`src/rtl/pc_fetch_sequencer.sv`:
```
// IF-stage program counter and single-outstanding instruction fetch sequencer.
// Handles hazard stalls and EX branch redirects, including redirects that land mid-fetch.
module pc_fetch_sequencer #(
   parameter logic [63:0] RESET_VECTOR = 64'h0000_0000_0000_0000,
   parameter int          INSTR_BYTES  = 4,
   parameter int          CNT_W        = 32
) (
   input  logic             clk,
   input  logic             rst_n,
   input  logic             stall,
   input  logic             br_taken,
   input  logic [63:0]      br_target,
   output logic             imem_req,
   output logic [63:0]      imem_addr,
   input  logic             imem_ack,
   input  logic [31:0]      imem_rdata,
   output logic             if_valid,
   output logic [63:0]      if_pc,
   output logic [31:0]      if_instr,
   output logic             flush_if,
   output logic [63:0]      pc,
   output logic [CNT_W-1:0] fetch_cnt
);

   typedef enum logic [1:0] {
      BOOT  = 2'd0,
      FETCH = 2'd1,
      ISSUE = 2'd2
   } state_t;

   state_t           state_q, state_d;
   logic [63:0]      pc_q, pc_d;
   logic [63:0]      redir_pc_q, redir_pc_d;
   logic             drop_q, drop_d;
   logic             if_valid_q, if_valid_d;
   logic [63:0]      if_pc_q, if_pc_d;
   logic [31:0]      if_instr_q, if_instr_d;
   logic             flush_if_q, flush_if_d;
   logic [CNT_W-1:0] fetch_cnt_q, fetch_cnt_d;

   always_comb begin
      state_d     = state_q;
      pc_d        = pc_q;
      redir_pc_d  = redir_pc_q;
      drop_d      = drop_q;
      if_valid_d  = if_valid_q;
      if_pc_d     = if_pc_q;
      if_instr_d  = if_instr_q;
      flush_if_d  = 1'b0;
      fetch_cnt_d = fetch_cnt_q;

      case (state_q)
         BOOT: begin
            state_d = FETCH;
         end

         FETCH: begin
            if (imem_ack) begin
               if (drop_q || br_taken) begin
                  // Stale data: retarget to the most recent redirect, EX's current one first.
                  pc_d       = br_taken ? br_target : redir_pc_q;
                  drop_d     = 1'b0;
                  flush_if_d = br_taken;
               end else begin
                  if_instr_d  = imem_rdata;
                  if_pc_d     = pc_q;
                  if_valid_d  = 1'b1;
                  pc_d        = pc_q + 64'(INSTR_BYTES);
                  fetch_cnt_d = fetch_cnt_q + {{(CNT_W-1){1'b0}}, 1'b1};
                  state_d     = ISSUE;
               end
            end else if (br_taken) begin
               // Address must stay put until the ack, so park the redirect.
               redir_pc_d = br_target;
               drop_d     = 1'b1;
               flush_if_d = 1'b1;
            end
         end

         ISSUE: begin
            if (br_taken) begin
               if_valid_d = 1'b0;
               flush_if_d = 1'b1;
               pc_d       = br_target;
               state_d    = FETCH;
            end else if (stall) begin
               flush_if_d = flush_if_q;
            end else begin
               if_valid_d = 1'b0;
               state_d    = FETCH;
            end
         end

         default: begin
            state_d = BOOT;
         end
      endcase
   end

   always_ff @(posedge clk or negedge rst_n) begin
      if (!rst_n) begin
         state_q     <= BOOT;
         pc_q        <= RESET_VECTOR;
         redir_pc_q  <= 64'd0;
         drop_q      <= 1'b0;
         if_valid_q  <= 1'b0;
         if_pc_q     <= 64'd0;
         if_instr_q  <= 32'd0;
         flush_if_q  <= 1'b0;
         fetch_cnt_q <= '0;
      end else begin
         state_q     <= state_d;
         pc_q        <= pc_d;
         redir_pc_q  <= redir_pc_d;
         drop_q      <= drop_d;
         if_valid_q  <= if_valid_d;
         if_pc_q     <= if_pc_d;
         if_instr_q  <= if_instr_d;
         flush_if_q  <= flush_if_d;
         fetch_cnt_q <= fetch_cnt_d;
      end
   end

   assign imem_req  = (state_q == FETCH);
   assign imem_addr = pc_q;
   assign if_valid  = if_valid_q;
   assign if_pc     = if_pc_q;
   assign if_instr  = if_instr_q;
   assign flush_if  = flush_if_q;
   assign pc        = pc_q;
   assign fetch_cnt = fetch_cnt_q;

endmodule

```
`config.mk`:
```
export PLATFORM = sky130hd
export DESIGN_NAME = pc_fetch_sequencer
export DESIGN_NICKNAME = d
export VERILOG_FILES = /design/src/rtl/pc_fetch_sequencer.sv
export SDC_FILE = /design/constraint.sdc
export NUM_CORES = 1
export LEC_CHECK = 0
export CAP_MARGIN = 10
export CORE_ASPECT_RATIO = 0.6
export CORE_MARGIN = 3
export CORE_UTILIZATION = 30
export CTS_CLUSTER_DIAMETER = 150
export DETAILED_ROUTE_END_ITERATION = 16
export PLACE_DENSITY = 0.6
export SLEW_MARGIN = 20
export SYNTH_ARGS = -nofsm -noshare
export SYNTH_HDL_FRONTEND = slang
export SYNTH_SLANG_ARGS = --single-unit
```
`constraint.sdc`:
```
create_clock -name clk -period 2.9 [get_ports clk]
set_input_delay 0.29 -clock clk [delete_from_list [all_inputs] [get_ports clk]]
set_output_delay 0.29 -clock clk [all_outputs]
set_load 0.02 [all_outputs]
```
==> metrics.md <==
| Metric | Value |
|---|---|
| Register area share after synthesis | 49.3% |
| PnR worst setup slack | 0.347 ns |
| DRT iter0 DRCs | roughly 1,100 |
| Clock root cell | clkbuf_16 |
| Synth Register Bits | 261 |
| Top FF cell, synth | dfrtp_1 |
| # IOs | 360 |
| Post-Syn Instances | 1,268 |
| Die H | 169 um |
| LEAKAGE | 0.00734 uW |
| Most common cell after layout, fill and taps aside | clkdlybuf4s50_1 |
| Synth Warn # | 0 |
| Area of the multi-input gates | around 5800 um2 |
| Setup bufs post-CTS | 0 |
| Share of cells above drive strength 1 | about a fifth |
| Via count | around 11,000 |
| Worst skew pair latency | about 0.56 ns |
| # clock sinks | roughly 260 |
| GRT Util Overall | 19.7% |
| Total Power | roughly 22,000 uW |
| Port-buffer cells | between 300 and 400 |
| Post-route setup TNS | 0 ns |
| CTS H-Tree Depth | 1 |
| CTS Buf Count | 29 |
| Filler cells | just over 4,000 |
| Ys async rst share | 100% |
| Worst Skew | 0.0126 ns |
| FF-to-FF path depth | 5 |
| RSZ-0062 raised after global routing | no |
| DRC | 0 |
| Pre-CTS setup slack | 0.360 ns |
| CP startpoint kind | register |
| Critical Path AT | 2.99 ns |
| Mapped cell area | 13,200 um2 |
| Final Hold Vio Count | 0 |
| Detail Route Antenna Nets | 0 |
| Status | finished clean |
| Mean Syn Cell Area | 10.4 um2 |
| Crit-path max FO | 10 |
| Floorplan core area | 42,700 um2 |
| Peak VDD IR | 0.589 mV |
| Placer Congestion | 0.864 |
| Min cycle time layout | 2.55 ns |
| Final Max Tran Viols | 0 |
| Horiz. Die Dim | 277 um |
| Crit path capture type | register |
| Initial antenna violation count | 7 |
| DIE AREA | 46,800 um2 |
| Max Cap Violations | 0 |
| CTS Buffer Depth | 3 |
| Final period util | 88.0% |
| Most frequent cells in the layout | 358 x clkdlybuf4s50_1, 260 x dfrtp_1, 161 x mux2_2, 86 x nand2_1, 80 x a21oi_1 |
| Row cnt | 58 |
| FF+latch area | 6530 um2 |
| Synthesis-to-layout area growth | 38.6% |
| Initial core utilization | 31.0% |
| Required time of the critical path | roughly 3.3 ns |
| Global-route wire length before repair | 71,900 um |
| Fmax | 392 MHz |
| Pwr Density | 1180 nW/um2 |
| Final net count | 1,682 |
| Number of global-route vias before repair | 11,192 |
| Reg clk slew, reported paths | 0.06 ns |
| Worst Hold Margin | 0.299 ns |
| Syn_nets | 1,374 |
| Vias per inst | approximately 5.3 |
| Worst Tran Pin Value | roughly 0.66 ns |
| Grt total ovfl | 0 |
| Worst rel slew slack | a little under three fifths |
| CTS tree | yes |
| 1st-pass router iterations | 6 |
| Worst hold path type | in2async |
| Number of flops mapped to enable cells by yosys | 0 |
| WS Path Type | reg2reg |
| Maximum number of pins on one net before global-route repair | 73 |
| Final wirelength | approximately 47,000 um |
| Avg WL per Cell | 21.8 um |
| HPWL after DPL | around 34,000 um |
| Distinct cells, synth | 68 |
| Final Setup Violations | 0 |
synthesized netlist by cell type, types with 7 or more instances:
library cell / n / area [um2]
a211oi_1: 10 / 75.1
nand3_1: 67 / 335
or4_1: 10 / 75.1
a21oi_1: 80 / 400
o31ai_1: 7 / 52.6
nor4_1: 21 / 131
o211ai_1: 13 / 97.6
dfrtp_1: 261 / 6530
o21ai_0: 62 / 310
nor2_1: 60 / 225
a31oi_1: 11 / 68.8
o22ai_1: 7 / 43.8
nand2_1: 86 / 323
buf_1: 7 / 26.3
nand4_1: 50 / 313
clkbuf_1: 66 / 248
xnor2_1: 25 / 219
inv_1: 24 / 90.1
and3_1: 33 / 206
or3_1: 13 / 81.3
buf_4: 65 / 488
buf_2: 10 / 50.1
mux2_2: 161 / 1810
nor3_1: 12 / 60.1
power breakdown:
group | switching [uW] | total [uW] | leakage, uW | internal, uW
Clock | 1550 | 3790 | 0.000466 | 2240
Combinational | 5890 | 11000 | 0.00369 | 5120
Sequential | 1520 | 6780 | 0.00318 | 5260
Total | 8960 | 21600 | 0.00734 | 12600
final timing paths:
path                          startpoint  slack [ns]            end
max                        imem_addr[42]        0.35  imem_addr[63]
min                                rst_n        0.30      if_pc[11]
max reg2reg                imem_addr[42]        0.35  imem_addr[63]
min reg2reg                fetch_cnt[31]        0.48  fetch_cnt[31]
max in group asynchronous          rst_n        1.74      if_pc[45]
min in group clk           imem_rdata[3]        0.34    if_instr[3]
through the flow:
stage          instance area [um2]  util [%]  instances
2_1_floorplan                13200         -       1268
3_3_place_gp                 17400      40.7       2114
3_5_place_dp                 17400      40.7       2114
4_1_cts                      18300      42.9       2164
5_1_grt                      18300      42.9       2164
6_report                     18300      42.9       2166
critical path, cell delays in order, from the launching register on:
cell,delay (ns)
dfrtp_1,0.61
nand4_1,0.32
nor4_1,0.65
nand4_1,0.34
mux2i_1,0.19
a311o_1,0.32
registers in the layout, summed over array words and instances (netlist names):
register and count:
flush_if 1, redir_pc_q 64, if_instr 32, state_q 2, drop_q 1, if_valid 1
fetch_cnt 32, imem_addr 64, if_pc 64
area by class of cell:
| type | count | area share [%] |
|---|---|---|
| diodes | 2 | 0.0273 |
| clock buffers | 41 | 4.53 |
| clock inverters | 8 | 0.661 |
| inverters | 24 | 0.491 |
| multi-input cells | 833 | 31.8 |
| flip-flops and latches | 261 | 35.6 |
| well taps | 570 | 3.89 |
| repair buffers | 427 | 23.0 |
cell families after synthesis:
logic type	synth area share, %
mux	14.0
flops	49.3
compound gates	11.1
simple gates	16.2
fa+ha+maj	0.473
buf+inv	6.89
xor+xnor	2.05
layer usage:
| metal | GRT usage, % | share of wire [%] |
|---|---|---|
| met4 | 3.13 | 1.3 |
| met5 | 0 | 0.13 |
| met1 | 29.8 | 47 |
| met3 | 4.74 | 8.5 |
| met2 | 28.7 | 43 |
repair_timing:
item                      in CTS  in global routing
hold endpoints to repair      59                  0
resized for setup              0                  0
hold buffers                   1                  0
(Power assumes the default switching activity.)
